## config.mk

```make
export PLATFORM = sky130hd
export DESIGN_NAME = voice_allocator
export DESIGN_NICKNAME = d
export VERILOG_FILES = /design/src/rtl/voice_allocator.sv
export SDC_FILE = /design/constraint.sdc
export NUM_CORES = 1
export LEC_CHECK = 0
export ABC_AREA = 0
export BUFFER_PORTS_ARGS = -buffer_cell sky130_fd_sc_hd__buf_4
export CORE_MARGIN = 8
export CORE_UTILIZATION = 40
export CTS_CLUSTER_SIZE = 10
export DETAILED_ROUTE_END_ITERATION = 8
export GPL_TIMING_DRIVEN = 0
export PLACE_DENSITY_LB_ADDON = 0.3
export SYNTH_ARGS = -nofsm -noshare
export SYNTH_HDL_FRONTEND = slang
export SYNTH_SLANG_ARGS = --single-unit
```

## constraint.sdc

```tcl
create_clock -name clk -period 2.35 [get_ports clk]
set_input_delay 0.47 -clock clk [delete_from_list [all_inputs] [get_ports clk]]
set_output_delay 0.47 -clock clk [all_outputs]
set_load 0.05 [all_outputs]
```

## src/rtl/voice_allocator.sv

```systemverilog
// rtl/voice_allocator.sv - polyphonic note-event scheduler driving NUM_VOICES oscillator voices
//
// Ports:
//   clk           system clock
//   rst           asynchronous active-low reset
//   note_valid    event present
//   note_ready    block can accept an event (IDLE and out of reset)
//   note_on       1 = note-on, 0 = note-off
//   note_id       note identifier (MIDI note number)
//   note_freq     oscillator frequency word for note-on
//   voice_freq    voice v frequency at [20*v +: 20]
//   voice_gate    voice v sounding
//   voice_retrig  one-cycle phase-reset pulse per voice (one-hot or zero)
//   steal         one-cycle pulse: last note-on took over a gated voice
module voice_allocator #(
    parameter int NUM_VOICES = 4,
    parameter int ID_W       = 7
) (
    input  logic                     clk,
    input  logic                     rst,
    input  logic                     note_valid,
    output logic                     note_ready,
    input  logic                     note_on,
    input  logic [ID_W-1:0]          note_id,
    input  logic [19:0]              note_freq,
    output logic [20*NUM_VOICES-1:0] voice_freq,
    output logic [NUM_VOICES-1:0]    voice_gate,
    output logic [NUM_VOICES-1:0]    voice_retrig,
    output logic                     steal
);

    localparam int VW = (NUM_VOICES > 1) ? $clog2(NUM_VOICES) : 1;

    typedef enum logic [1:0] {
        IDLE   = 2'd0,
        LOOKUP = 2'd1,
        UPDATE = 2'd2
    } state_t;

    state_t state_q, state_d;

    // Latched event
    logic            ev_on;
    logic [ID_W-1:0] ev_id;
    logic [19:0]     ev_freq;

    // Per-voice state; rank 0 = most recently allocated, NUM_VOICES-1 = oldest
    logic [19:0]     freq_q [NUM_VOICES];
    logic [ID_W-1:0] id_q   [NUM_VOICES];
    logic [VW-1:0]   rank_q [NUM_VOICES];
    logic [NUM_VOICES-1:0] gate_q;
    logic [NUM_VOICES-1:0] retrig_q;
    logic                  steal_q;

    // Lookup results: combinational search, registered in LOOKUP
    logic          match_hit_c, free_hit_c;
    logic [VW-1:0] match_idx_c, free_idx_c, oldest_idx_c;
    logic          lk_match_hit, lk_free_hit;
    logic [VW-1:0] lk_match_idx, lk_free_idx, lk_oldest_idx;
    logic [VW-1:0] tgt;
    logic          accept;

    // Holding rst low forces ready low even though the state register already reads IDLE
    assign note_ready = (state_q == IDLE) && rst;
    assign accept     = note_valid && note_ready;

    always_ff @(posedge clk or negedge rst) begin
        if (!rst) begin
            state_q <= IDLE;
        end else begin
            state_q <= state_d;
        end
    end

    always_comb begin
        state_d = state_q;
        case (state_q)
            IDLE:    if (accept) state_d = LOOKUP;
            LOOKUP:  state_d = UPDATE;
            UPDATE:  state_d = IDLE;
            default: state_d = IDLE;
        endcase
    end

    // Scan high to low so the lowest matching index wins
    always_comb begin
        match_hit_c  = 1'b0;
        match_idx_c  = '0;
        free_hit_c   = 1'b0;
        free_idx_c   = '0;
        oldest_idx_c = '0;
        for (int v = NUM_VOICES - 1; v >= 0; v--) begin
            if (gate_q[v] && (id_q[v] == ev_id)) begin
                match_hit_c = 1'b1;
                match_idx_c = VW'(v);
            end
            if (!gate_q[v]) begin
                free_hit_c = 1'b1;
                free_idx_c = VW'(v);
            end
            if (rank_q[v] == VW'(NUM_VOICES - 1)) begin
                oldest_idx_c = VW'(v);
            end
        end
    end

    always_comb begin
        tgt = lk_oldest_idx;
        if (lk_match_hit) begin
            tgt = lk_match_idx;
        end else if (lk_free_hit) begin
            tgt = lk_free_idx;
        end
    end

    always_ff @(posedge clk or negedge rst) begin
        if (!rst) begin
            ev_on         <= 1'b0;
            ev_id         <= '0;
            ev_freq       <= '0;
            lk_match_hit  <= 1'b0;
            lk_match_idx  <= '0;
            lk_free_hit   <= 1'b0;
            lk_free_idx   <= '0;
            lk_oldest_idx <= '0;
            gate_q        <= '0;
            retrig_q      <= '0;
            steal_q       <= 1'b0;
            for (int v = 0; v < NUM_VOICES; v++) begin
                freq_q[v] <= '0;
                id_q[v]   <= '0;
                rank_q[v] <= VW'(v);
            end
        end else begin
            // Pulses live for exactly one cycle
            retrig_q <= '0;
            steal_q  <= 1'b0;

            if (accept) begin
                ev_on   <= note_on;
                ev_id   <= note_id;
                ev_freq <= note_freq;
            end

            if (state_q == LOOKUP) begin
                lk_match_hit  <= match_hit_c;
                lk_match_idx  <= match_idx_c;
                lk_free_hit   <= free_hit_c;
                lk_free_idx   <= free_idx_c;
                lk_oldest_idx <= oldest_idx_c;
            end

            if (state_q == UPDATE) begin
                if (ev_on) begin
                    // A zero frequency word is a no-op note-on
                    if (ev_freq != '0) begin
                        freq_q[tgt]   <= ev_freq;
                        id_q[tgt]     <= ev_id;
                        gate_q[tgt]   <= 1'b1;
                        retrig_q[tgt] <= 1'b1;
                        steal_q       <= !lk_match_hit && !lk_free_hit;
                        // LRU: voices younger than the target age by one, target becomes newest
                        for (int v = 0; v < NUM_VOICES; v++) begin
                            if (rank_q[v] < rank_q[tgt]) begin
                                rank_q[v] <= rank_q[v] + 1'b1;
                            end
                        end
                        rank_q[tgt] <= '0;
                    end
                end else if (lk_match_hit) begin
                    gate_q[lk_match_idx] <= 1'b0;
                end
            end
        end
    end

    for (genvar g = 0; g < NUM_VOICES; g++) begin : g_freq
        assign voice_freq[20*g +: 20] = freq_q[g];
    end

    assign voice_gate   = gate_q;
    assign voice_retrig = retrig_q;
    assign steal        = steal_q;

endmodule
```

* Word level (Yosys, flattened, before mapping)
Cells that the tools add are included.
** Word-level totals
- Logic and storage cells :: 137
- ROM bits :: 0
- Bits in writable memories :: 0
- Flip-flop bits (word level) :: 163
- Latch bits :: 0
- Output and inout bits :: 90
- Input port bits :: 31
- Memories kept :: 0
** Cells by class
- Order comparisons :: 10
- Reduce and logical (&&, ||, !) cells :: 17
- Bitwise logic cells :: 6
- Equality and inequality tests :: 12
- $mul :: 0
- Muxes and demuxes :: 64
- Shift operators :: 0
- Add/sub/neg operators :: 4
- Div/mod/pow operators :: 0
** Operator list (count)
- bitwise mux 80 bit :: 1
- 2-to-1 mux 2 bit :: 34
- demux 20 bit (select 2 bit) :: 1
- bitwise mux 28 bit :: 1
- equality test 7 bit :: 4
- 2-to-1 mux 4 bit :: 6
- 2-to-1 mux 20 bit :: 1
- nonzero test 20 bit :: 1
- demux 7 bit (select 2 bit) :: 1
- 2-to-1 mux 1 bit :: 13
- equality test 2 bit (second input constant) :: 5
- logical AND 1 bit :: 10
- adder 2 x 1 -> 2 bit (second input constant) :: 4
- AND 8 bit :: 1
- less-than comparator 2 bit :: 4
- NOT 8 bit :: 1
- 2-to-1 mux 7 bit :: 1
- less-than comparator 2 x 3 -> 1 bit (second input constant) :: 2
- AND reduction 3 bit :: 2
- AND 4 bit :: 1
- binary-select mux 2 bit (select 2 bit) :: 1
- demux 1 bit (select 2 bit) :: 2
- demux 2 bit (select 2 bit) :: 1
- greater-or-equal comparator 2 x 1 -> 1 bit (second input constant) :: 2
- other kinds (12) :: 13

* Depth between registers and ports, before layout
Gate-level depths: netlist (run 1).
- Depth after elaboration :: 12
- Gate-level depth with buffers :: 10

* Least setup slack after synthesis (run 1)
Ideal clock, no wire load.
- Path kind :: input-to-reg
- Start :: input port rst
- End :: register ev_freq[0]
- Required time :: 2.225 ns
- Data arrival time :: 2.648 ns
- Path slack :: -0.423 ns
- Stages on the path :: 4
- Path buffers :: 1
- Setup time :: 0.125 ns
- Cell sequence :: nor3b_1 > and2_1 > clkbuf_1 > mux2_2
** On the way
- Word-level cells in the longest chain between the ends :: 2
** Ends and longest elaborated chain
- start, declared :: line 20 : input logic rst,
- logical AND 1 bit :: line 64 : assign note_ready = (state_q == IDLE) && rst;
- logical AND 1 bit :: line 65 : assign accept = note_valid && note_ready;
- end signal, assigned :: line 142 : ev_freq <= note_freq;
- end, declared :: line 45 : logic [19:0] ev_freq;
No other way between the ends.
A chain may end at the register's enable or synchronous reset.

* Final worst setup path (run 1)
- Start :: register lk_free_hit
- End :: register rank_q[5] (netlist name)
** On the way
- Word-level cells in the longest chain between the ends :: 12
- Elaborated cells on any way between the ends :: 18
- Those cells by class :: 3 x order compare; 11 x mux; 3 x bitwise; 1 x reduce/logical
** Ends and longest elaborated chain
- start, declared :: line 58 : logic lk_match_hit, lk_free_hit;
- start signal, assigned :: line 148 : lk_free_hit <= free_hit_c;
- 2-to-1 mux 2 bit * :: line 111 : end else if (lk_free_hit) begin
- 2-to-1 mux 2 bit * :: line 109 : if (lk_match_hit) begin
- NOT 2 -> 3 bit (implied by the code) * :: line 164, 168
- binary-select mux 2 bit (select 2 bit) :: line 164 : if (rank_q[v] < rank_q[tgt]) begin
- 2-to-1 mux 2 bit (implied by the code) (2 in series) :: line 164
- less-than comparator 2 bit :: line 164
- 2-to-1 mux 2 bit :: line 164
- 2-to-1 mux 2 bit :: line 156 : if (ev_freq != '0) begin
- 2-to-1 mux 2 bit :: line 154 : if (ev_on) begin
- 2-to-1 mux 2 bit :: line 153 : if (state_q == UPDATE) begin
- AND 8 bit (no source line) *
- end signal, assigned by index :: line 132 : rank_q[v] <= VW'(v);
- end signal, assigned by index :: line 165 : rank_q[v] <= rank_q[v] + 1'b1;
- end, declared :: line 50 : logic [VW-1:0] rank_q [NUM_VOICES];
Mark *: on every way between the ends. The rest lies on a longest branch, timed or not. The select of a mux whose other input is x is not followed.

==> impl_metrics.py, run 1 <==
metrics = {
    "run_status": {
        "status": "completed",
    },
    "synth": {
        "synth-main-ff-cell": "dfrtp_1",
        "synth_edf_count": 0,
        "yosysMostFrequentCell": "dfrtp_1",
        "ys_types": 57,
        "netlist.area_leader.share_pct": 56.1,
        "yosysWarnings": 0,
        "seq_area_frac_synth_pct": 57.6,
        "ys_ff_latch": 163,
        "synth_area_leaders": "dfrtp_1 (56%), mux2_2 (17%), nand2_1 (5.4%)",
        "avgSynthCellArea_sq_um": 12.4,
        "ys_top_cells_by_count": "dfrtp_1 (159), mux2_2 (108), nand2_1 (102)",
        "syn-cell-area_sq_um": 7090,
        "async_flop_share_pct": 100,
        "postSynthCellCount": 571,
        "yosysTopAreaCell": "dfrtp_1",
        "syn_nets": 606,
    },
    "clock_network": {
        "insertion_delay_ps": 430,
        "clk_pin_slew_ps": 60,
        "root_buffer": "clkbuf_16",
        "numCtsBuffers": 17,
        "htreeDepth": 4,
        "clock_path_buffers": 2,
        "cts_tree": "yes",
        "clock_sinks": 163,
    },
    "global_routing": {
        "antenna_found_initial": 0,
        "overflow": 0,
        "gr-usage-all-layers_pct": 16.8,
        "grt_first_pass_wirelength_um": 29000,
        "grt_pass1_vias": 5305,
        "grt_max_degree": 104,
    },
    "power_and_ir_drop": {
        "power_density_nw_per_um2": 1060,
        "pwr-share-clk_pct": 27.1,
        "power_frac_comb_pct": 32.6,
        "internal_power_mw": 5.98,
        "p_total_mw": 9.47,
        "switchingPower_mw": 3.49,
        "leakage_nw": 4.27,
        "switching_share_pct": 36.9,
        "ir_drop_v": 0.000947,
        "sequentialPowerShare_pct": 40.3,
    },
    "timing": {
        "hold_viol": 0,
        "worst_pin_slew_ps": 781,
        "fin_crit_ps": 2270,
        "timing.hold.ws_ps": 22.3,
        "setup_violations": 0,
        "relSlewSlack_pct": 47.9,
        "layout_setup_ws_ps": 78.1,
        "fin_crit_sh_pct": 96.7,
        "slew_viol_final": 0,
        "fin_skew_ps": 13.2,
        "fmax_mhz": 440,
    },
    "floorplan": {
        "num_io_pins": 121,
        "placementRows": 48,
        "die_area_sq_um": 22200,
        "fp.coreArea_sq_um": 17300,
        "die_width_um": 149,
        "initial_core_util_pct": 41.0,
        "die_y_um": 149,
    },
    "detailed_routing": {
        "totalWireLength_um": 17900,
        "viasPerCell": 5.15,
        "via_count": 4894,
        "drc": 0,
        "drtAntennaViolNets": 0,
        "wl_per_cell_um": 18.9,
        "first_iter_violations": 330,
        "first_pass_iters": 4,
    },
    "setup_path": {
        "crit_arrival_ps": 2570,
        "cpPeakStageDelay_ps": 460,
        "crit_fanout": 8,
        "critPathSlowestCell": "dfrtp_2",
        "cp.required_ps": 2650,
        "cp_cell_sequence": "mux2_4 > o21bai_4 > mux2i_1 > mux2i_4 > or2_2 > o311a_1",
        "worst-setup-path-type": "reg2reg",
        "endpoint_kind": "flop",
        "start_kind": "flop",
    },
    "layout": {
        "n_antenna_cell": 0,
        "layout-drive-gt1-share_pct": 42.2,
        "stdcell_area_sq_um": 8960,
        "syn2layout_area_growth_pct": 26.4,
        "fin_util_pct": 51.8,
        "fillCellCount": 1569,
        "layout.nets": 748,
    },
    "place": {
        "place_ws_ps": -223,
        "place.gp.congestion": 0.927,
        "port_buffers": 120,
        "post_dp_cell_area_sq_um": 8310,
        "dp_hpwl_um": 12700,
    },
    "run": {
        "cap_violations": 0,
    },
    "worst_hold_path": {
        "holdCritPathClass": "in2async",
    },
}
==> stage by stage <==
step	setup TNS, ps	instances
floorplan	0	571
global placement	-45570	916
detailed placement	-6970	917
CTS	0	950
global route	-240	950
finish	0	950
==> state kept, by name, indices dropped and copies added, names as in the netlist, 4 cells and up <==
| register | cells |
|---|---|
| voice_gate | 4 |
| ev_id | 7 |
| rank_q | 8 |
| voice_retrig | 4 |
| ev_freq | 20 |
| id_q | 28 |
| voice_freq | 80 |
==> power groups by stage <==
| stage | Combinational, mW | Clock [mW] | Sequential, mW |
|---|---|---|---|
| 2_1_floorplan | 0.903 | 0 | 5.00 |
| 3_3_place_gp | 3.04 | 0 | 3.82 |
| 3_5_place_dp | 3.09 | 0 | 3.86 |
| 4_1_cts | 3.11 | 2.64 | 3.82 |
| 5_1_grt | 3.25 | 2.74 | 3.90 |
| 6_report | 3.08 | 2.57 | 3.82 |
==> what timing repair did <==
item                                    in CTS  in global routing
gates cloned                                 0                  0
endpoints found under the setup margin      51                 62
buffers inserted                             0                  0
pin swaps                                    0                  1
hold buffers                                 2                  0
gates resized for setup                      4                 18
hold endpoints to repair                    14                  0
==> metal layers <==
metal	global-route usage (%)	part of all wire, %	vias up
met4	6.36	1.7	0
met5	0	0	-
met1	20.7	43	2447
li1	-	-	2279
met2	26.2	47	147
met3	6.49	8.6	21
==> cell families (layout without fill, tap and decap cells) <==
family	Yosys count	count (layout)	share of synthesized area, %
flip-flops	163	163	57.6
AND/OR/NAND/NOR	161	161	10.6
multiplexers	114	114	18.2
AO/OA/AOI/OAI	61	61	6.58
buffers and inverters	40	194	2.84
XOR/XNOR	28	28	3.46
adder cells (fa/ha/maj)	4	4	0.706
==> cells in the final DEF (no fill, tap or decap), drive strengths merged, types with 3 or more instances in the layout <==
| cell | n |
|---|---|
| xnor2 | 22 |
| a22o | 4 |
| clkbuf | 34 |
| nor3 | 4 |
| nor3b | 3 |
| a32oi | 4 |
| o311ai | 3 |
| nand2b | 3 |
| or3 | 3 |
| inv | 14 |
| a21oi | 11 |
| nor2 | 15 |
| clkinv | 7 |
| and2 | 4 |
| nand2 | 104 |
| o21ai | 11 |
| buf | 135 |
| nand4 | 8 |
| nor4 | 10 |
| o21a | 4 |
| xor2 | 6 |
| dfrtp | 159 |
| ha | 4 |
| o21bai | 3 |
| mux2i | 5 |
| dfstp | 4 |
| mux2 | 109 |
| nand3 | 3 |
==> final timing paths <==
check / depth (start not counted) / from / end / slack (ps)
worst min-delay path: 1 / rst / rank_q[3]$_DFFE_PN1P_ / 20
min in group clk: 2 / note_id[5] / ev_id[5]$_DFFE_PN0P_ / 280
worst max-delay path: 6 / lk_free_hit$_DFFE_PN0N_ / rank_q[5]$_DFFE_PN0P_ / 80
max in group asynchronous: 2 / rst / voice_freq[20]$_DFFE_PN0P_ / 1210
worst max register to register: 6 / lk_free_hit$_DFFE_PN0N_ / rank_q[5]$_DFFE_PN0P_ / 80
worst min register to register: 2 / voice_freq[76]$_DFFE_PN0P_ / voice_freq[76]$_DFFE_PN0P_ / 480
==> cell type report <==
| class | instances | area (sq um) | share of cell area (%) |
|---|---|---|---|
| clock buffer | 19 | 433 | 4.83 |
| tap | 225 | 282 | 3.14 |
| multi-input combinational | 368 | 2870 | 32.0 |
| clock inverter | 12 | 109 | 1.21 |
| timing repair buffer | 123 | 973 | 10.9 |
| buffer | 28 | 171 | 1.91 |
| inverter | 12 | 45.0 | 0.503 |
| sequential | 163 | 4090 | 45.6 |
==> worst max-delay path: cells and delay by family, from the launching register on <==
kind / cells / cell delay [ps]
mux: 3 / 840
compound gates: 2 / 540
flops: 1 / 460
simple gates: 1 / 320
Note: power is estimated with default switching activity, not from simulation.
==> run 2, diff against run 1 <==
--- a/config.mk
+++ b/config.mk
@@ -7,7 +7,7 @@
 export LEC_CHECK = 0
 export ABC_AREA = 0
 export BUFFER_PORTS_ARGS = -buffer_cell sky130_fd_sc_hd__buf_4
-export CORE_MARGIN = 8
+export CORE_MARGIN = 3
 export CORE_UTILIZATION = 40
 export CTS_CLUSTER_SIZE = 10
 export DETAILED_ROUTE_END_ITERATION = 8
==> constraint.sdc (replaced) <==
create_clock -name clk -period 2.35 [get_ports clk]
set_input_delay 0.1175 -clock clk [delete_from_list [all_inputs] [get_ports clk]]
set_output_delay 0.1175 -clock clk [all_outputs]
set_load 0.05 [all_outputs]
==> run 2 against run 1 <==
Effect of this change:
- the flow now finishes with violations (hold timing)
- register-to-register slack got worse by 40 ps
- sequential power about the same
- utilization rose by 1.8 points
- setup slack lost 39 ps
- critical endpoint unchanged
==> impl_metrics.py, run 2 (synthesis results as in run 1) <==
metrics = {
    "run_status": {
        "status": "finished with violations",
        "failed_checks": "hold timing",
    },
    "setup_path": {
        "cp.required_ps": 2660,
        "endpoint_kind": "flop",
        "crit_arrival_ps": 2620,
        "critPathSlowestCell": "dfrtp_2",
        "cpPeakStageDelay_ps": 460,
        "cp_cell_sequence": "mux2_4 > o21bai_4 > mux2i_2 > mux2i_4 > or2_2 > o311a_1",
        "path_buf_inv": 0,
        "start_kind": "flop",
        "cp_top_family": "multiplexers",
        "crit_fanout": 8,
        "worst-setup-path-type": "reg2reg",
    },
    "layout": {
        "syn2layout_area_growth_pct": 30.9,
        "layout.nets": 777,
        "fillCellCount": 1529,
        "final_common_cell": "dfrtp_1",
        "stdcell_count": 980,
        "n_antenna_cell": 0,
        "layout_common_cells": "dfrtp_1 (157), buf_4 (128), mux2_2 (108), nand2_1 (101), dlygate4sd3_1 (28)",
        "register_area_sq_um": 4090,
        "multiInputGateArea_sq_um": 2870,
        "largest_register_ffs": 80,
        "fin_util_pct": 53.6,
        "layout-drive-gt1-share_pct": 41.5,
    },
    "timing": {
        "fin_crit_sh_pct": 98.3,
        "setup_violations": 0,
        "timing.hold.ws_ps": -322,
        "hold_viol": 80,
        "grt_setup_unrepaired": "yes",
        "layout_setup_ws_ps": 39.3,
        "relSlewSlack_pct": 58.8,
        "fmax_mhz": 433,
        "slew_viol_final": 0,
        "fin_skew_ps": 6.73,
        "fin_crit_ps": 2310,
        "worst_pin_slew_ps": 618,
    },
    "place": {
        "dp_hpwl_um": 12300,
        "place_ws_ps": -441,
        "port_buffers": 120,
        "dp.cells": 917,
        "place.gp.congestion": 0.852,
    },
    "clock_network": {
        "clock_path_buffers": 2,
        "htreeDepth": 4,
        "hold_buffers": 28,
        "numCtsBuffers": 17,
        "root_buffer": "clkbuf_16",
        "clk_pin_slew_ps": 70,
        "clock_sinks": 163,
        "insertion_delay_ps": 430,
        "cts_tree": "yes",
    },
    "power_and_ir_drop": {
        "p_total_mw": 9.63,
        "power_density_nw_per_um2": 1040,
        "leakage_nw": 4.41,
        "ir_drop_v": 0.000758,
    },
    "floorplan": {
        "die_y_um": 139,
        "die_area_sq_um": 19400,
        "initial_core_util_pct": 41.0,
        "fp.coreArea_sq_um": 17300,
        "num_io_pins": 121,
        "placementRows": 48,
        "die_width_um": 139,
    },
    "detailed_routing": {
        "via_count": 5040,
        "wl_per_cell_um": 17.9,
        "drc": 0,
        "first_pass_iters": 4,
        "viasPerCell": 5.14,
        "totalWireLength_um": 17600,
        "first_iter_violations": 288,
        "drtAntennaViolNets": 0,
    },
    "global_routing": {
        "grt_pass1_vias": 5462,
        "grt_first_pass_wirelength_um": 29400,
        "gr-usage-all-layers_pct": 19.0,
        "grt_max_degree": 85,
        "antenna_found_initial": 0,
        "overflow": 0,
    },
    "run": {
        "cap_violations": 0,
    },
    "worst_hold_path": {
        "holdCritPathClass": "in2async",
    },
}
==> run 2: cell types whose count changed in the layout (fill, tap and decap cells not counted), sizes merged <==
cell / change
buf: +2
clkinv: +1
clkinvlp: -1
dlygate4sd3: +27
inv: +3
clkbuf: -2
==> run 2: through the flow <==
stage / setup TNS (ps) / instance area [sq um]
3_5_place_dp: -13090 / 8310
5_1_grt: -52.9 / 9280
4_1_cts: 0 / 9210
6_report: 0 / 9280
2_1_floorplan: 0 / 7100
3_3_place_gp: -33350 / 8280
==> run 2: path summary, 6_finish.rpt <==
path | from | to | slack (ps) | depth (start not counted)
max in group asynchronous | rst | ev_freq[10]$_DFFE_PN0P_ | 1830 | 2
hold reg to reg | voice_freq[69]$_DFFE_PN0P_ | voice_freq[69]$_DFFE_PN0P_ | 480 | 2
hold / removal | rst | ev_id[2]$_DFFE_PN0P_ | -320 | 1
min in group clk | note_valid | state_q[0]$_DFFE_PN0P_ | 360 | 3
setup / recovery | lk_free_hit$_DFFE_PN0N_ | rank_q[5]$_DFFE_PN0P_ | 40 | 6
setup reg to reg | lk_free_hit$_DFFE_PN0N_ | rank_q[5]$_DFFE_PN0P_ | 40 | 6
==> run 2: timing repair <==
item / CTS / global route
endpoints found under the setup margin: 40 / 84
gates resized for setup: 6 / 22
setup buffers: 1 / 3
hold endpoints to repair: 108 / 80
pin swaps: 1 / 2
==> run 2: power by group <==
group	total (mW)	internal [mW]	leakage [nW]	switching (mW)
Clock	2.70	1.49	0.285	1.21
Sequential	3.83	3.39	2.12	0.439
Combinational	3.10	1.16	2.01	1.94
Total	9.63	6.05	4.41	3.59
==> run 2: layout make-up <==
type	count	share of cell area, %
clock buffer	17	4.58
buffer	27	1.82
inverter	12	0.485
sequential	163	44.0
timing repair buffer	153	13.4
multi-input combinational	368	31.0
tap	225	3.03
clock inverter	15	1.65
==> run 2: worst register-to-register path, stage by stage (launching register included) <==
cell and delay (ps):
dfrtp_2 460, mux2_4 360, o21bai_4 280, mux2i_2 320
mux2i_4 160, or2_2 320, o311a_1 300
==> run 2: routing by layer <==
| metal | track usage (%) | up-vias | wire, um |
|---|---|---|---|
| li1 | - | 2348 | - |
| met1 | 24.5 | 2536 | 7510 |
| met2 | 30.6 | 139 | 8460 |
| met3 | 7.00 | 17 | 1380 |
| met4 | 4.53 | 0 | 203 |
| met5 | 0 | - | 0 |
